===== config.mk =====
export PLATFORM = sky130hd
export DESIGN_NAME = rx_uart
export DESIGN_NICKNAME = d
export VERILOG_FILES = /design/src/rtl/uart_pkg.sv /design/src/rtl/uart_sync.sv /design/src/rtl/rx_uart.sv
export SDC_FILE = /design/constraint.sdc
export NUM_CORES = 1
export LEC_CHECK = 0
export BUFFER_PORTS_ARGS = -buffer_cell sky130_fd_sc_hd__buf_2
export CORE_MARGIN = 2
export CORE_UTILIZATION = 46
export CTS_BUF_LIST = sky130_fd_sc_hd__clkbuf_4 sky130_fd_sc_hd__clkbuf_8 sky130_fd_sc_hd__clkbuf_16
export CTS_CLUSTER_SIZE = 25
export DETAILED_ROUTE_END_ITERATION = 8
export PLACE_DENSITY = 0.66
export SYNTH_ARGS = -nofsm -noshare
export SYNTH_HDL_FRONTEND = slang
export SYNTH_HIERARCHICAL = 1
export SYNTH_SLANG_ARGS = --single-unit
export TNS_END_PERCENT = 10

===== constraint.sdc =====
create_clock -name clk -period 5.05 [get_ports clk]
set_clock_uncertainty 0.15 [all_clocks]
set_input_delay 0.2525 -clock clk [delete_from_list [all_inputs] [get_ports clk]]
set_output_delay 0.2525 -clock clk [all_outputs]
set_load 0.05 [all_outputs]

===== src/rtl/uart_pkg.sv =====
// ----------------------------------------------------------------------------
// uart_pkg
// Constants and types shared by the UART receiver and transmitter.
//   FREQ  : system clock frequency in Hz
//   BAUD  : serial line rate in bits/s
//   CLKS  : clock cycles per bit (integer division, truncated)
//   HALF  : cycles from start-edge detection to the start-bit mid-sample
//   CNT_W : width of the per-bit baud counter
//   rx_state_t : receiver FSM state encoding
// ----------------------------------------------------------------------------
package uart_pkg;

    localparam int FREQ  = 27000000;
    localparam int BAUD  = 115200;
    localparam int CLKS  = FREQ / BAUD;
    localparam int HALF  = CLKS / 2;
    localparam int CNT_W = $clog2(CLKS);

    typedef enum logic [2:0] {
        IDLE      = 3'd0,
        START     = 3'd1,
        DATA      = 3'd2,
        STOP      = 3'd3,
        WAIT_IDLE = 3'd4
    } rx_state_t;

endpackage


===== src/rtl/uart_sync.sv =====
// ----------------------------------------------------------------------------
// uart_sync
// Two-flop synchronizer for a single asynchronous input. The reset value is a
// parameter so an idle-high line (such as a UART rx pin) reads idle straight
// out of reset.
// Ports:
//   i_clk   : destination clock
//   i_rst_n : asynchronous active-low reset, loads RST_VAL into both flops
//   i_d     : asynchronous input
//   o_q     : synchronized output, 2 cycles after i_d
// ----------------------------------------------------------------------------
module uart_sync #(
    parameter logic RST_VAL = 1'b1
) (
    input  logic i_clk,
    input  logic i_rst_n,
    input  logic i_d,
    output logic o_q
);

    logic r_meta;
    logic r_sync;

    always_ff @(posedge i_clk or negedge i_rst_n) begin
        if (!i_rst_n) begin
            r_meta <= RST_VAL;
            r_sync <= RST_VAL;
        end else begin
            r_meta <= i_d;
            r_sync <= r_meta;
        end
    end

    assign o_q = r_sync;

endmodule


===== src/rtl/rx_uart.sv =====
// ----------------------------------------------------------------------------
// rx_uart
// 8N1 UART receiver. Recovers bytes from the serial rx pin and presents each
// one in a valid/ready holding register.
// Ports:
//   clk       : system clock, rising edge
//   rst       : asynchronous active-low reset
//   rx        : asynchronous serial input, idle high
//   data      : received byte, stable while valid=1
//   valid     : holding register contains a byte
//   ready     : consumer accepts; a transfer happens on any cycle with
//               valid && ready
//   frame_err : one-cycle pulse, stop bit sampled low (byte discarded)
//   overrun   : one-cycle pulse, good byte completed while the holding
//               register was still full and not being drained (byte dropped)
// ----------------------------------------------------------------------------
module rx_uart
    import uart_pkg::*;
(
    input  logic       clk,
    input  logic       rst,
    input  logic       rx,
    output logic [7:0] data,
    output logic       valid,
    input  logic       ready,
    output logic       frame_err,
    output logic       overrun
);

    logic             w_rx_s;
    rx_state_t        r_state;
    rx_state_t        w_next_state;
    logic [CNT_W-1:0] r_cnt;
    logic [2:0]       r_bit;
    logic [7:0]       r_shift;
    logic [7:0]       r_data;
    logic             r_valid;
    logic             r_frame_err;
    logic             r_overrun;
    logic             w_sample;
    logic             w_good;
    logic             w_bad;
    logic             w_load;

    uart_sync #(
        .RST_VAL (1'b1)
    ) u_sync (
        .i_clk   (clk),
        .i_rst_n (rst),
        .i_d     (rx),
        .o_q     (w_rx_s)
    );

    // Next state and sample strobes. A sample point is the last cycle of a
    // counting period: HALF cycles into START, CLKS cycles into every later bit.
    always_comb begin
        w_next_state = r_state;
        w_sample     = 1'b0;
        w_good       = 1'b0;
        w_bad        = 1'b0;
        case (r_state)
            IDLE: begin
                if (!w_rx_s) begin
                    w_next_state = START;
                end
            end
            START: begin
                if (r_cnt == CNT_W'(HALF - 1)) begin
                    w_sample = 1'b1;
                    // Line back high at mid start bit: treat as a glitch.
                    w_next_state = w_rx_s ? IDLE : DATA;
                end
            end
            DATA: begin
                if (r_cnt == CNT_W'(CLKS - 1)) begin
                    w_sample = 1'b1;
                    if (r_bit == 3'd7) begin
                        w_next_state = STOP;
                    end
                end
            end
            STOP: begin
                if (r_cnt == CNT_W'(CLKS - 1)) begin
                    w_sample = 1'b1;
                    if (w_rx_s) begin
                        w_good       = 1'b1;
                        w_next_state = IDLE;
                    end else begin
                        w_bad        = 1'b1;
                        w_next_state = WAIT_IDLE;
                    end
                end
            end
            WAIT_IDLE: begin
                // Hold here through a break so it reports only one error.
                if (w_rx_s) begin
                    w_next_state = IDLE;
                end
            end
            default: begin
                w_next_state = IDLE;
            end
        endcase
    end

    // A good byte may enter the holding register when it is empty or is
    // being drained on this very cycle.
    assign w_load = w_good && (!r_valid || ready);

    always_ff @(posedge clk or negedge rst) begin
        if (!rst) begin
            r_state <= IDLE;
        end else begin
            r_state <= w_next_state;
        end
    end

    always_ff @(posedge clk or negedge rst) begin
        if (!rst) begin
            r_cnt       <= '0;
            r_bit       <= 3'd0;
            r_shift     <= 8'h00;
            r_data      <= 8'h00;
            r_valid     <= 1'b0;
            r_frame_err <= 1'b0;
            r_overrun   <= 1'b0;
        end else begin
            // Baud counter restarts on every state entry and every sample.
            if ((w_next_state != r_state) || w_sample) begin
                r_cnt <= '0;
            end else if (r_state == START || r_state == DATA || r_state == STOP) begin
                r_cnt <= r_cnt + CNT_W'(1);
            end

            if (r_state == START && w_sample) begin
                r_bit <= 3'd0;
            end else if (r_state == DATA && w_sample) begin
                r_bit <= r_bit + 3'd1;
            end

            // LSB arrives first, so shift in from the top.
            if (r_state == DATA && w_sample) begin
                r_shift <= {w_rx_s, r_shift[7:1]};
            end

            if (w_load) begin
                r_data  <= r_shift;
                r_valid <= 1'b1;
            end else if (r_valid && ready) begin
                r_valid <= 1'b0;
            end

            r_frame_err <= w_bad;
            r_overrun   <= w_good && r_valid && !ready;
        end
    end

    assign data      = r_data;
    assign valid     = r_valid;
    assign frame_err = r_frame_err;
    assign overrun   = r_overrun;

endmodule


Word-level counts from Yosys, hierarchy flattened
Cells that the tools add are included.

Flip-flop bits (word level): 35. Latch bits: 0. Memory bits (writable): 0. ROM bits: 0. Output and inout bits: 11. Logic and storage cells: 61. Memories kept: 0.

Add/subtract/negate cells: 2. $mul: 0. Divide/modulo/power cells: 0. Order comparisons: 0. Equal/unequal tests: 8. Shift operators: 0. Mux-type cells: 24. Bitwise gates (word level): 0. Reductions and logical operators: 17.

Operators with widths (count): $mux W3 (9); $mux W8 (2); $pmux W3 S5 (1); $mux W1 (10); $add A8 B1 Y8 const B (1); $eq A8 B7 Y1 const B (1); $eq A8 B8 Y1 const B (1); $eq A3 B2 Y1 const B (2); $eq A3 B3 Y1 const B (2); $logic_and A1 B1 Y1 (6); $reduce_bool A2 Y1 (3); $logic_or A1 B1 Y1 (4); $add A3 B1 Y3 const B (1); $eq A3 B1 Y1 const B (1); $logic_not A3 Y1 (1); $ne A3 B3 Y1 (1); $logic_not A1 Y1 (2); $mux W2 (1); $pmux W1 S2 (1); $reduce_or A2 Y1 (1).

Depth between registers and ports, before layout
Gate-level depths: netlist of run 1.

Word-level depth: 7. Depth in mapped cells: 8.

Cells and area by module
The synthesis of run 1 kept the hierarchy.

Modules (own cells, without submodules): rx_uart (instances 1, cells an instance 130, area each 1544.0 µm²); uart_sync (instances 1, cells an instance 2, area each 52.6 µm²).

Least setup slack after synthesis of run 1
Ideal clock, no wire load.

Path type: register -> register. From: reg r_cnt[1]. To: reg r_shift[2]. Library setup time: 0.125 ns. Arrival time: 1.540 ns. Slack: 3.235 ns. Stages on the path, launching flop included: 8. Period minus slack after synthesis: 1.815 ns. Path through: dfrtp_1 > inv_1 > ha_1 > and4b_4 > and3_4 > buf_6 > buf_8 > mux2_2.

Longest elaborated chain between the ends: 4. Elaborated cells between the ends (all ways): 6. Those cells by class: eq/ne: 2; mux: 3; reduce/logical: 1.

Ends and longest elaborated chain: start, declared (line rx_uart.sv:33) `logic [CNT_W-1:0] r_cnt;`; start signal, assigned (line rx_uart.sv:132) `r_cnt <= r_cnt + CNT_W'(1);`; $eq A8 B8 Y1 / $eq A8 B7 Y1 (equally long branches) (line rx_uart.sv:75, rx_uart.sv:83, rx_uart.sv:68); $mux W1, on equally long branches (line rx_uart.sv:75, rx_uart.sv:83, rx_uart.sv:68); $pmux W1 S2 * (line rx_uart.sv:61) `case (r_state)`; $logic_and A1 B1 Y1 * (line rx_uart.sv:142) `if (r_state == DATA && w_sample) begin`; end signal, assigned (line rx_uart.sv:143) `r_shift <= {w_rx_s, r_shift[7:1]};`; end, declared (line rx_uart.sv:35) `logic [7:0] r_shift;`.

Every way passes the cells marked *; elsewhere a longest branch is shown, timed or not. A chain may end at the register's enable or synchronous reset.

Final worst setup path of run 1
From: reg r_cnt[1]. To: reg r_data[0], in the netlist data[0].

Longest elaborated chain between the ends: 4.

Ends and longest elaborated chain: $eq A8 B8 Y1 (line rx_uart.sv:83) `if (r_cnt == CNT_W'(CLKS - 1)) begin`; $mux W1 (line rx_uart.sv:83); $mux W1 (line rx_uart.sv:61); $logic_and A1 B1 Y1 (line rx_uart.sv:108) `assign w_load = w_good && (!r_valid || ready);`; end signal, assigned (line rx_uart.sv:147) `r_data <= r_shift;`; end, declared (line rx_uart.sv:36) `logic [7:0] r_data;`.

No other way between the ends.

==> summary by stage, run 1 <==
Status
The run finished with clean final reports.

Synth
Summed over all instances, the cell type with the most area after synthesis is dfrtp_1. After synthesis, the cell types taking the most area are dfrtp_1, mux2_2, xnor2_1, ha_1, nor2_1. Dividing the synthesized area by the synthesized cell count gives 12.1 µm². Counting instances in the post-synthesis netlist gives the leading cell types as dfrtp_1, mux2_2, nor2_1, xnor2_1, nand2_1. The number of nets in the synthesized netlist is 141. The area of the mapped netlist is 1600 µm². The gate count after technology mapping is 132. The share of the Yosys chip area taken by registers is 0.550. The fraction of registers with async set or reset after synthesis is 1.00. The primary flip-flop cell chosen by synthesis mapping is dfrtp_1. Among all cell types in the netlist, the one instantiated most often is dfrtp_1. The number of flip-flops and latches in the synthesized netlist is 35. The count of flip-flops with a built-in enable after synthesis is 0. The synthesized netlist contains 34 unique library cells. The Yosys step of the flow raised 6 warnings. The share of synthesized area in the top cell type comes to 0.517.

Placed design
The worst-case setup slack after placement is 2.75 ns. At the end of routability-driven placement, the weighted congestion stood at 0.787. The wire-length estimate of the detail-placed layout is 1770 µm. The count of input and output buffers is 14.

Global route
The combined global-route utilization of all metal layers is 0.140. The maximum number of pins on one net before global-route repair is 36. The initial antenna violation count came to 0. After global routing the overflow that remains totals 0.

The via count of the first global-routing pass is 933. The global-route wire length before repair is 4250 µm.

Routing
The number of optimization iterations in the first detailed-route pass is 2. The count of unresolved DRC violations after routing is 0. The total wirelength of the detailed-routed design is 2480 µm. The number of vias per cell after detailed routing is 5.15.

For this block, the via count after detailed routing is 1,004. The violation count after the first detailed-routing iteration is 27. After detailed routing, the average wire length per cell comes to 12.7 µm. In this run the remaining antenna-violating nets after routing total 0.

Clocking
The clock tree synthesis step divided the H-tree into 2 levels. The clock passes through at most 2 buffers. The CTS tree is yes. The clock latency at the later pin of the worst-skew pair is 0.34 ns. Clock-pin slew was measured on the worst setup and hold paths at 0.10 ns. Buffers inserted during clock tree synthesis total 5. The cell at the root of the clock tree is clkbuf_4. The clock sink count is 35. In this run, post-CTS repair resized a total of 0 instances.

Setup path
On the critical path the largest part of the delay comes from simple AND/OR/NAND/NOR gates. The critical path endpoint category is a flop. The startpoint-to-endpoint class of the critical path is reg2reg. The total buffers and inverters traversed by the critical path is 1. At the worst endpoint, the required time is 5.12 ns. In this run the worst path has a maximum fanout of 8. The cell with the biggest individual delay on the critical path is nor2b_1. On the worst path, the slowest cell contributes a delay of 0.59 ns.

The data arrival at the endpoint of the critical path is 2.37 ns. The critical register-to-register path startpoint is r_cnt[1]. In this run the worst setup path begins at r_cnt[1]. The critical path goes through inv_1, ha_1, and4b_4, nand3_1, nor2b_1, mux2_2. The total number of cells along the worst setup path is 6. The worst register-to-register path has a depth of 6. STA classifies the critical path startpoint as a flop.

The most critical setup path has its endpoint at data[0]. The capturing point of the worst reg2reg path is data[0]. The setup check on the worst reg-to-reg path leaves a slack of 2.75 ns.

Timing
The headroom to the max-slew limit is 0.504. The maximum achievable frequency is 434 MHz. The total of endpoints with negative setup slack in the final report is 0.

Setup repair after global routing left no endpoint under its margin. The final number of hold-violating endpoints is 0. The actual transition at the worst max-transition pin is 0.743 ns. Of the available clock period, the critical path in the final layout requires 0.456. Adding up every negative setup slack in the final design gives 0 ns. Subtracting the final worst setup slack from the clock period gives 2.30 ns. The least setup slack across all paths after layout is 2.75 ns. The count of pins over their slew limit was 0.

Power
The total leakage power is 0.849 nW. The switching part of the total power is 0.228. VDD sags by at most 0.147 mV. The clock power share is 0.335. In this run the power density over the cells is 250 nW/µm². Summed over all nets, the switching power comes to 99.6 µW. The fraction of power consumed by sequential logic is 0.648. The share of total power dissipated in combinational logic is 0.018.

Internal power comes to 337 µW.

Job
Max-cap violations in this run came to 0.

Layout
For this run, the post-layout net count is 157. After filler insertion, the fill cell instance count of the layout stands at 304. The area growth from synthesis to layout is 9.48%.

The share of post-route cells with drive strength above 1 is 0.295. 0 antenna diodes ended up in the layout.

Min path
The worst hold-check path type is in2reg. The worst hold path was traced through 3 stages.

Floorplan
The core area is 3340 µm². The site row count is 21. For this configuration, the core starts out at a cell density of 0.478. The I/O pin count is 15. The horizontal extent of the die is 62.9 µm. The die covers 3960 µm². The y dimension of the die is 62.9 µm.
==> kinds of logic after synthesis <==
family / Yosys count / share of synthesized area
buffers and inverters: 12 / 0.0454
xor gates and xnor gates: 8 / 0.0439
DFF: 35 / 0.550
adders and majority gates: 5 / 0.0392
and+or+nand+nor: 46 / 0.154
AOI/OAI and AO/OA: 10 / 0.0549
muxes: 16 / 0.113
==> sequential cells by signal, indices dropped and copies added (netlist names) <==
signal,count
data,8
r_cnt,8
r_shift,8
r_bit,3
r_state,3
frame_err,1
overrun,1
u_sync/o_q,1
u_sync/r_meta,1
valid,1
==> worst min path at each step <==
stage / from / to / slack, ns
6_report: ready / valid / 0.09
5_1_grt: ready / overrun / 0.09
4_1_cts: ready / valid / 0.09
3_5_place_dp: u_sync/r_meta / u_sync/o_q / 0.20
3_3_place_gp: rst / r_cnt[6] / 0.20
2_1_floorplan: rst / data[0] / -0.19
==> routing by layer <==
layer	track usage	routed length, µm	part of all wire
met1	0.182	1190	0.48
met2	0.213	1170	0.47
met3	0.0559	84	0.034
met4	0.0500	34	0.014
met5	0	0	0
==> placed cells by master (no fill, tap or decap), drive strengths merged, types with 2 or more instances in the layout <==
master       Yosys  layout
dfrtp           33      33
nor2            16      16
mux2            16      16
buf              6      14
xnor2            8       8
nand2            7       7
nor3             6       6
inv              5       5
ha               5       5
clkbuf           1       5
nand3            4       4
nor4             3       3
nand2b           2       2
a22o             2       2
clkinvlp         0       2
dlygate4sd3      0       2
dfstp            2       2
and4b            2       2
==> power by group through the flow <==
stage                     registers, mW  clock network (mW)  logic [mW]
after detailed placement          0.288                   0     0.00706
after global placement            0.288                   0     0.00677
final                             0.283               0.146     0.00766
after global routing              0.283               0.165     0.00921
after floorplan                   0.287                   0     0.00133
after CTS                         0.283               0.151     0.00820
==> what timing repair did <==
| item | in CTS | in global routing |
|---|---|---|
| hold buffers | 2 | 0 |
| buffers inserted | 0 | 0 |
| endpoints found under the hold margin | 34 | 0 |
==> worst min-delay path: stages <==
cell      delay (ns)
buf_2           0.08
nand2b_1        0.13
nand2_1         0.06
==> final cells by class <==
| class | count | area [µm²] | area share |
|---|---|---|---|
| sequential | 35 | 878 | 0.503 |
| multi-input combinational | 85 | 646 | 0.369 |
| clock inverter | 3 | 20.0 | 0.0115 |
| inverter | 5 | 18.8 | 0.0107 |
| tap | 46 | 57.6 | 0.0329 |
| clock buffer | 5 | 37.5 | 0.0215 |
| timing repair buffer | 16 | 90.1 | 0.0515 |
==> through the flow <==
stage	cell area (µm²)	hold WS (ns)	util	std cells	power, mW
after floorplan	1600	-0.193	-	132	0.289
after global placement	1670	0.196	0.501	185	0.295
after detailed placement	1670	0.197	0.501	185	0.295
after CTS	1750	0.0876	0.524	195	0.441
after global routing	1750	0.0889	0.524	195	0.458
final	1750	0.0859	0.524	195	0.436
Note: power is estimated with default switching activity, not from simulation.
==> run 2: changes to the inputs <==
clock period = 2.3 ns   (was 5.05 ns; I/O delays follow)
==> run 2 against run 1 <==
  * First-iteration DRC count rose by 37%
  * Sequential power grew 120%
  * Utilization up 1.6 points
  * Routed wire length up 2.0%
  * Critical path depth is 1 higher
  * Critical endpoint is now data[1]
  * Largest cell class unchanged
==> summary by stage, run 2 (same netlist as run 1, synthesis figures left out) <==
Layout
The final core utilization is 0.540. After the flow finishes, the layout carries non-filler instances totaling 198. The filler cells instantiated in the layout total 312. Leaving out fill and tap cells, the most frequent cell in the layout is dfrtp_1. The final design instance area without fill is 1800 µm². The number of antenna diodes is 0. In the final layout, the share of cells above drive strength 1 is 0.303. In the final design database the tool counted 160 nets. The top cell types in the final layout, fill and taps aside, are dfrtp_1, nor2_1, mux2_2. The area growth from synthesis to layout is 12.9%.

Placed design
The number of cells in the design after placement is 187. The HPWL after detailed placement is 1830 µm. The worst-case setup slack after placement is 0.367 ns. The count of input and output buffers is 14.

Once placement finished, the instance area stood at 1690 µm². Routability-driven placement finished with a final weighted congestion of 0.810.

Clocking
The CTS tree is yes. The number of clock buffers inserted by TritonCTS is 5. The depth of the CTS H-tree is 2. The number of buffers inserted by hold repair at cts is 3. In this run the deepest clock path goes through 2 buffers. The number of buffers inserted by post-CTS setup repair is 0.

After clock tree synthesis, the clock-pin slew on the worst setup and hold paths is 0.10 ns. Post-CTS repair changed the size of 0 cells. The cell at the root of the clock tree is clkbuf_4. The clock sink count is 35. The clock latency at the later pin of the worst-skew pair is 0.33 ns.

Global route
The via count of the first global-routing pass was 1,027. The first global-routing pass estimated 4580 µm of wire. For this run the aggregate overflow at the end of global routing stands at 0. The initial antenna violation count is 0. Entering global routing, the biggest net connects 36 pins. In the global route stage, overall resource usage came out at 0.150.

Setup path
The cell with the biggest individual delay on the critical path is dfrtp_1. In this run the critical register-to-register path is launched from r_cnt[1]. The total buffers and inverters traversed by the critical path is 2. The critical path goes through inv_1, ha_1, and4b_4, nand3_1, nor2b_1, buf_4, mux2_2. The critical path ends at data[1]. The capturing point of the worst reg2reg path is data[1]. In this design, the stage delay of the slowest critical-path cell is 0.42 ns. The worst setup path is of the reg2reg kind.

Counting cells, the worst reg-to-reg path comes to 7. The minimum setup slack among reg-to-reg paths is 0.34 ns. The worst setup path startpoint is r_cnt[1]. STA classifies the critical path endpoint as a flop.

Along the worst path, the maximum fanout reaches 8. The total number of cells along the worst setup path is 7. STA puts the critical path data arrival time at 2.02 ns.

The data required time of the worst path is 2.36 ns. The cell family with the largest share of critical-path delay is simple AND/OR/NAND/NOR gates. The startpoint kind of the worst setup timing path is a flop.

Timing
The count of pins over their slew limit is 0. At the pin with the least slew margin, the transition time is 0.752 ns. Timing would allow up to 510 MHz.

The part of the cycle the worst path needs is 0.852. The least setup slack across all paths after layout is 0.340 ns. The final number of hold-violating endpoints is 0. After routing, the total negative slack on setup checks comes to 0 ns.

Setup repair after global routing left no endpoint under its margin. The routed design could run at a clock period as short as 1.96 ns. Setup violations remaining at the end of the flow were counted as 0. Hold timing on the final database bottoms out at a slack of 0.211 ns. The headroom to the max-slew limit is 0.499.

Floorplan
In this run the vertical extent of the chip is 62.9 µm. The site row count is 21. The initial utilization of the core area, before any placement, comes to 0.478.

The total die area is 3960 µm². In this run the count of I/O pins placed on the die edge is 15. The core area is 3340 µm². The die is 62.9 µm wide.

Routing
The detail route stage leaves a number of antenna-violating nets equal to 0. The first detailed-routing pass took 4 iterations. The overall via count from detail_route is 992. In the routed design, unresolved DRC markers number 0.

The detail-routed net length per standard cell is 12.8 µm. In this run, the number of DRC markers left after iteration 0 of detailed routing was 37. The number of vias per cell after detailed routing is 5.01. The total wirelength of the detailed-routed design is 2530 µm.

Power
Total power for the finished layout comes to 1.09 mW. The clock power share is 0.413. The switching part of the total power is 0.191.

Power spread over the standard cell area amounts to 604 nW/µm². The fraction of power consumed by sequential logic is 0.570. The internal power component is 881 µW. Across the VDD grid, the largest voltage drop is 0.336 mV. The total leakage power is 0.885 nW. Of the total power, combinational logic draws 0.017. The reported net switching power is 207 µW.

Min path
The tightest min-delay check is of the reg2reg type.

Status
The run finished with clean final reports.

Job
Max-cap violations in this run came to 0.
run 2: cell type report:
class,instances,area [µm²],share of cell area
flip-flops and latches,35,878,0.487
well taps,46,57.6,0.0319
inverters,5,18.8,0.0104
clock buffers,6,51.3,0.0285
repair buffers,19,115,0.0639
multi-input cells,85,646,0.358
clock inverters,2,35.0,0.0194
run 2: power by group through the flow:
stage                     Combinational, mW  Clock, mW  Sequential [mW]
final                                0.0183      0.449            0.620
after global routing                 0.0211      0.489            0.621
after CTS                            0.0195      0.462            0.620
after detailed placement             0.0159          0            0.632
after global placement               0.0148          0            0.632
after floorplan                     0.00293          0            0.631
run 2: worst register-to-register path: stages (launching register included):
cell,delay (ns)
dfrtp_1,0.42
inv_1,0.08
ha_1,0.15
and4b_4,0.26
nand3_1,0.12
nor2b_1,0.14
buf_4,0.18
mux2_2,0.34
run 2: how the worst min path moves through the flow:
stage / startpoint / to / slack, ns / depth (start not counted)
2_1_floorplan: rst / data[0] / -0.33 / 0
3_3_place_gp: rst / r_cnt[6] / 0.07 / 1
3_5_place_dp: rx / u_sync/r_meta / 0.07 / 1
4_1_cts: u_sync/r_meta / u_sync/o_q / 0.21 / 0
5_1_grt: u_sync/r_meta / u_sync/o_q / 0.22 / 0
6_report: u_sync/r_meta / u_sync/o_q / 0.21 / 0
run 2: routing by layer:
metal	up-vias	global-route usage	share of wire	wire length [µm]
li1	494	-	-	-
met1	473	0.189	0.48	1210
met2	19	0.235	0.46	1160
met3	6	0.0541	0.043	110
met4	0	0.0583	0.019	48
met5	-	0	0	0
==> run 3: changes to the inputs <==
REMOVE_ABC_BUFFERS = 1   (was not set)
==> run 3 against run 2 <==
  * Combinational power about the same
  * Clock power down 26%
  * Utilization down 0.86 points
  * Largest power group unchanged
  * Worst setup slack improved by 0.010 ns
==> summary by stage, run 3 (same netlist as run 1, synthesis figures left out) <==
Routing
In this run the remaining antenna-violating nets after routing total 0. The number of optimization iterations in the first detailed-route pass is 4. Summing over every cut layer, the via total after detailed routing is 1,008. Detailed routing placed a total of 1320 µm of wire on met2. The violation count after the first detailed-routing iteration is 34. Dividing the detail-routed wire length by the instance count gives 13.7 µm. Wire segments on met3 add up to 73 µm in the final route. The highest metal layer with signal wires is met4. For this run, design rule violations remaining after detail routing come to 0.

After detailed routing, the total wire length is 2700 µm. After detailed routing, the wire length on met1 is 1270 µm. Using the TritonRoute via totals, the vias-per-cell ratio works out to 5.09.

Layout
The library cells used most frequently in the layout, excluding fill and tap cells, are dfrtp_1, nor2_1, mux2_2. 0 antenna diodes ended up in the layout. For this run, the post-layout net count is 160. The final core utilization is 0.531.

The library cell used most frequently in the layout, excluding fill and tap cells, is dfrtp_1. The area growth from synthesis to layout is 11.1%. In the final layout, the share of cells above drive strength 1 is 0.303.

Global route
The first global-routing pass estimated 4930 µm of wire. In the global route stage, overall resource usage came out at 0.161. The initial antenna violation count came to 0. The via count of the first global-routing pass is 1,055. After global routing the overflow that remains totals 0. Entering global routing, the biggest net connects 36 pins.

Timing
The least setup slack across all paths after layout is 0.351 ns. The maximum achievable frequency is 513 MHz. For the final routed database, the setup TNS stands at 0 ns. The actual transition at the worst max-transition pin is 0.754 ns. The headroom to the max-slew limit is 0.497. The final number of hold-violating endpoints was 0.

Dividing the final minimum period by the clock period gives 0.848. The total of endpoints with negative setup slack in the final report is 0. Setup repair after global routing left no endpoint under its margin. The routed design could run at a clock period as short as 1.95 ns. The count of pins over their slew limit came to 0.

Placed design
The count of input and output buffers is 14. The worst-case setup slack after placement is 0.357 ns. At the end of routability-driven placement, the weighted congestion stood at 0.784. The final HPWL from detailed placement is 1940 µm.

Setup path
The most critical setup path has its startpoint at r_cnt[1]. The biggest fanout along the worst timing path is 8. Data on the critical path arrives at its endpoint at 2.02 ns. STA puts the critical path data required time at 2.37 ns.

The worst register-to-register path ends at data[1]. The largest individual stage delay along the critical path comes from the cell dfrtp_1. The setup check on the worst reg-to-reg path leaves a slack of 0.35 ns. The highest cell delay on the worst timing path is 0.42 ns. The worst setup path is captured at a flop. The worst setup path is launched from a flop. The critical register-to-register path startpoint is r_cnt[1].

Walking the worst path, the cells encountered are inv_1, ha_1, and4b_4, nand3_1, nor2b_1, buf_4, mux2_2. The startpoint-to-endpoint class of the critical path is reg2reg. Measured in cells, the most critical reg-to-reg path has a length of 7. In this run the worst setup path terminates at data[1].

Power
The switching part of the total power is 0.224. The combinational group share of total power is 0.019. The clock power share is 0.342.

The maximum VDD drop is 0.308 mV. For this design the total switching power over the nets is 218 µW. The power density over the cells is 548 nW/µm².

In this run the static leakage power is 0.868 nW. Of the total power, registers draw 0.639. The internal power of the cells totals 754 µW.

Clocking
The clock-pin slew reported for the worst setup and hold paths after clock tree synthesis is 0.10 ns. In this run the number of H-tree levels came out at 2. The count of instances resized after the clock tree is built is 0. No sink is reached through more buffers than the 2 on the longest clock path.

The clock net in this run drives a total of 35 sinks. The number of clock buffers added by TritonCTS is 5. Clock tree synthesis selected as its root buffer the cell clkbuf_4.

The CTS tree is yes. Clock latency on the worst-skew pair, taken at its later pin, is 0.33 ns.

Floorplan
The site row count is 21. The horizontal extent of the die is 62.9 µm. The total die area is 3960 µm². The initial standard-cell utilization of the core is 0.478. The I/O pin count is 15. The y dimension of the die is 62.9 µm. The core region is 3340 µm².

Status
The flow ran to the end, and the final reports show no timing, DRC or antenna violations.

Job
The max-cap check violation count is 0.

Min path
The worst hold-check path type is reg2reg.
==> run 3: area by class of cell <==
| cell class | count | area [µm²] |
|---|---|---|
| clock inverter | 2 | 12.5 |
| multi-input combinational | 85 | 646 |
| fill | 300 | 1560 |
| sequential | 35 | 878 |
| timing repair buffer | 19 | 115 |
| inverter | 5 | 18.8 |
| tap | 46 | 57.6 |
| clock buffer | 6 | 45.0 |
==> run 3: metal layers <==
layer  up-vias  GRT usage
met5         -          0
met2        11      0.265
li1        492          -
met4         0     0.0667
met1       500      0.205
met3         5     0.0342
==> run 3: how the worst min path moves through the flow <==
stage	from	endpoint	slack, ns	cells after the start
after CTS	u_sync/r_meta	u_sync/o_q	0.21	0
after global placement	rst	r_cnt[6]	0.07	1
after detailed placement	rx	u_sync/r_meta	0.07	1
final	u_sync/r_meta	u_sync/o_q	0.21	0
after floorplan	rst	data[0]	-0.33	0
after global routing	u_sync/r_meta	u_sync/o_q	0.22	0
==> run 3: power by group through the flow <==
stage / registers (mW) / clock network (mW) / logic, mW
floorplan: 0.632 / 0 / 0.00104
global placement: 0.632 / 0 / 0.0151
detailed placement: 0.632 / 0 / 0.0159
CTS: 0.620 / 0.346 / 0.0197
global route: 0.621 / 0.379 / 0.0217
finish: 0.621 / 0.333 / 0.0183
==> run 3: per-stage QoR <==
step	hold slack (ns)	std cells	power, mW	cell area (µm²)
after floorplan	-0.331	125	0.633	1540
after global placement	0.0667	187	0.647	1690
after detailed placement	0.0720	187	0.648	1690
after CTS	0.213	198	0.987	1770
after global routing	0.221	198	1.02	1770
final	0.213	198	0.972	1770
==> run 3: critical path: cells and delay by family (launching register included) <==
kind | cells | cell delay [ns]
mux | 1 | 0.34
buf+inv | 2 | 0.28
flops | 1 | 0.42
simple gates | 3 | 0.51
fa+ha+maj | 1 | 0.15
==> run 3: repair_timing <==
action | CTS | global route
endpoints found under the hold margin | 36 | 0
hold buffers | 3 | 0
buffers inserted | 0 | 0
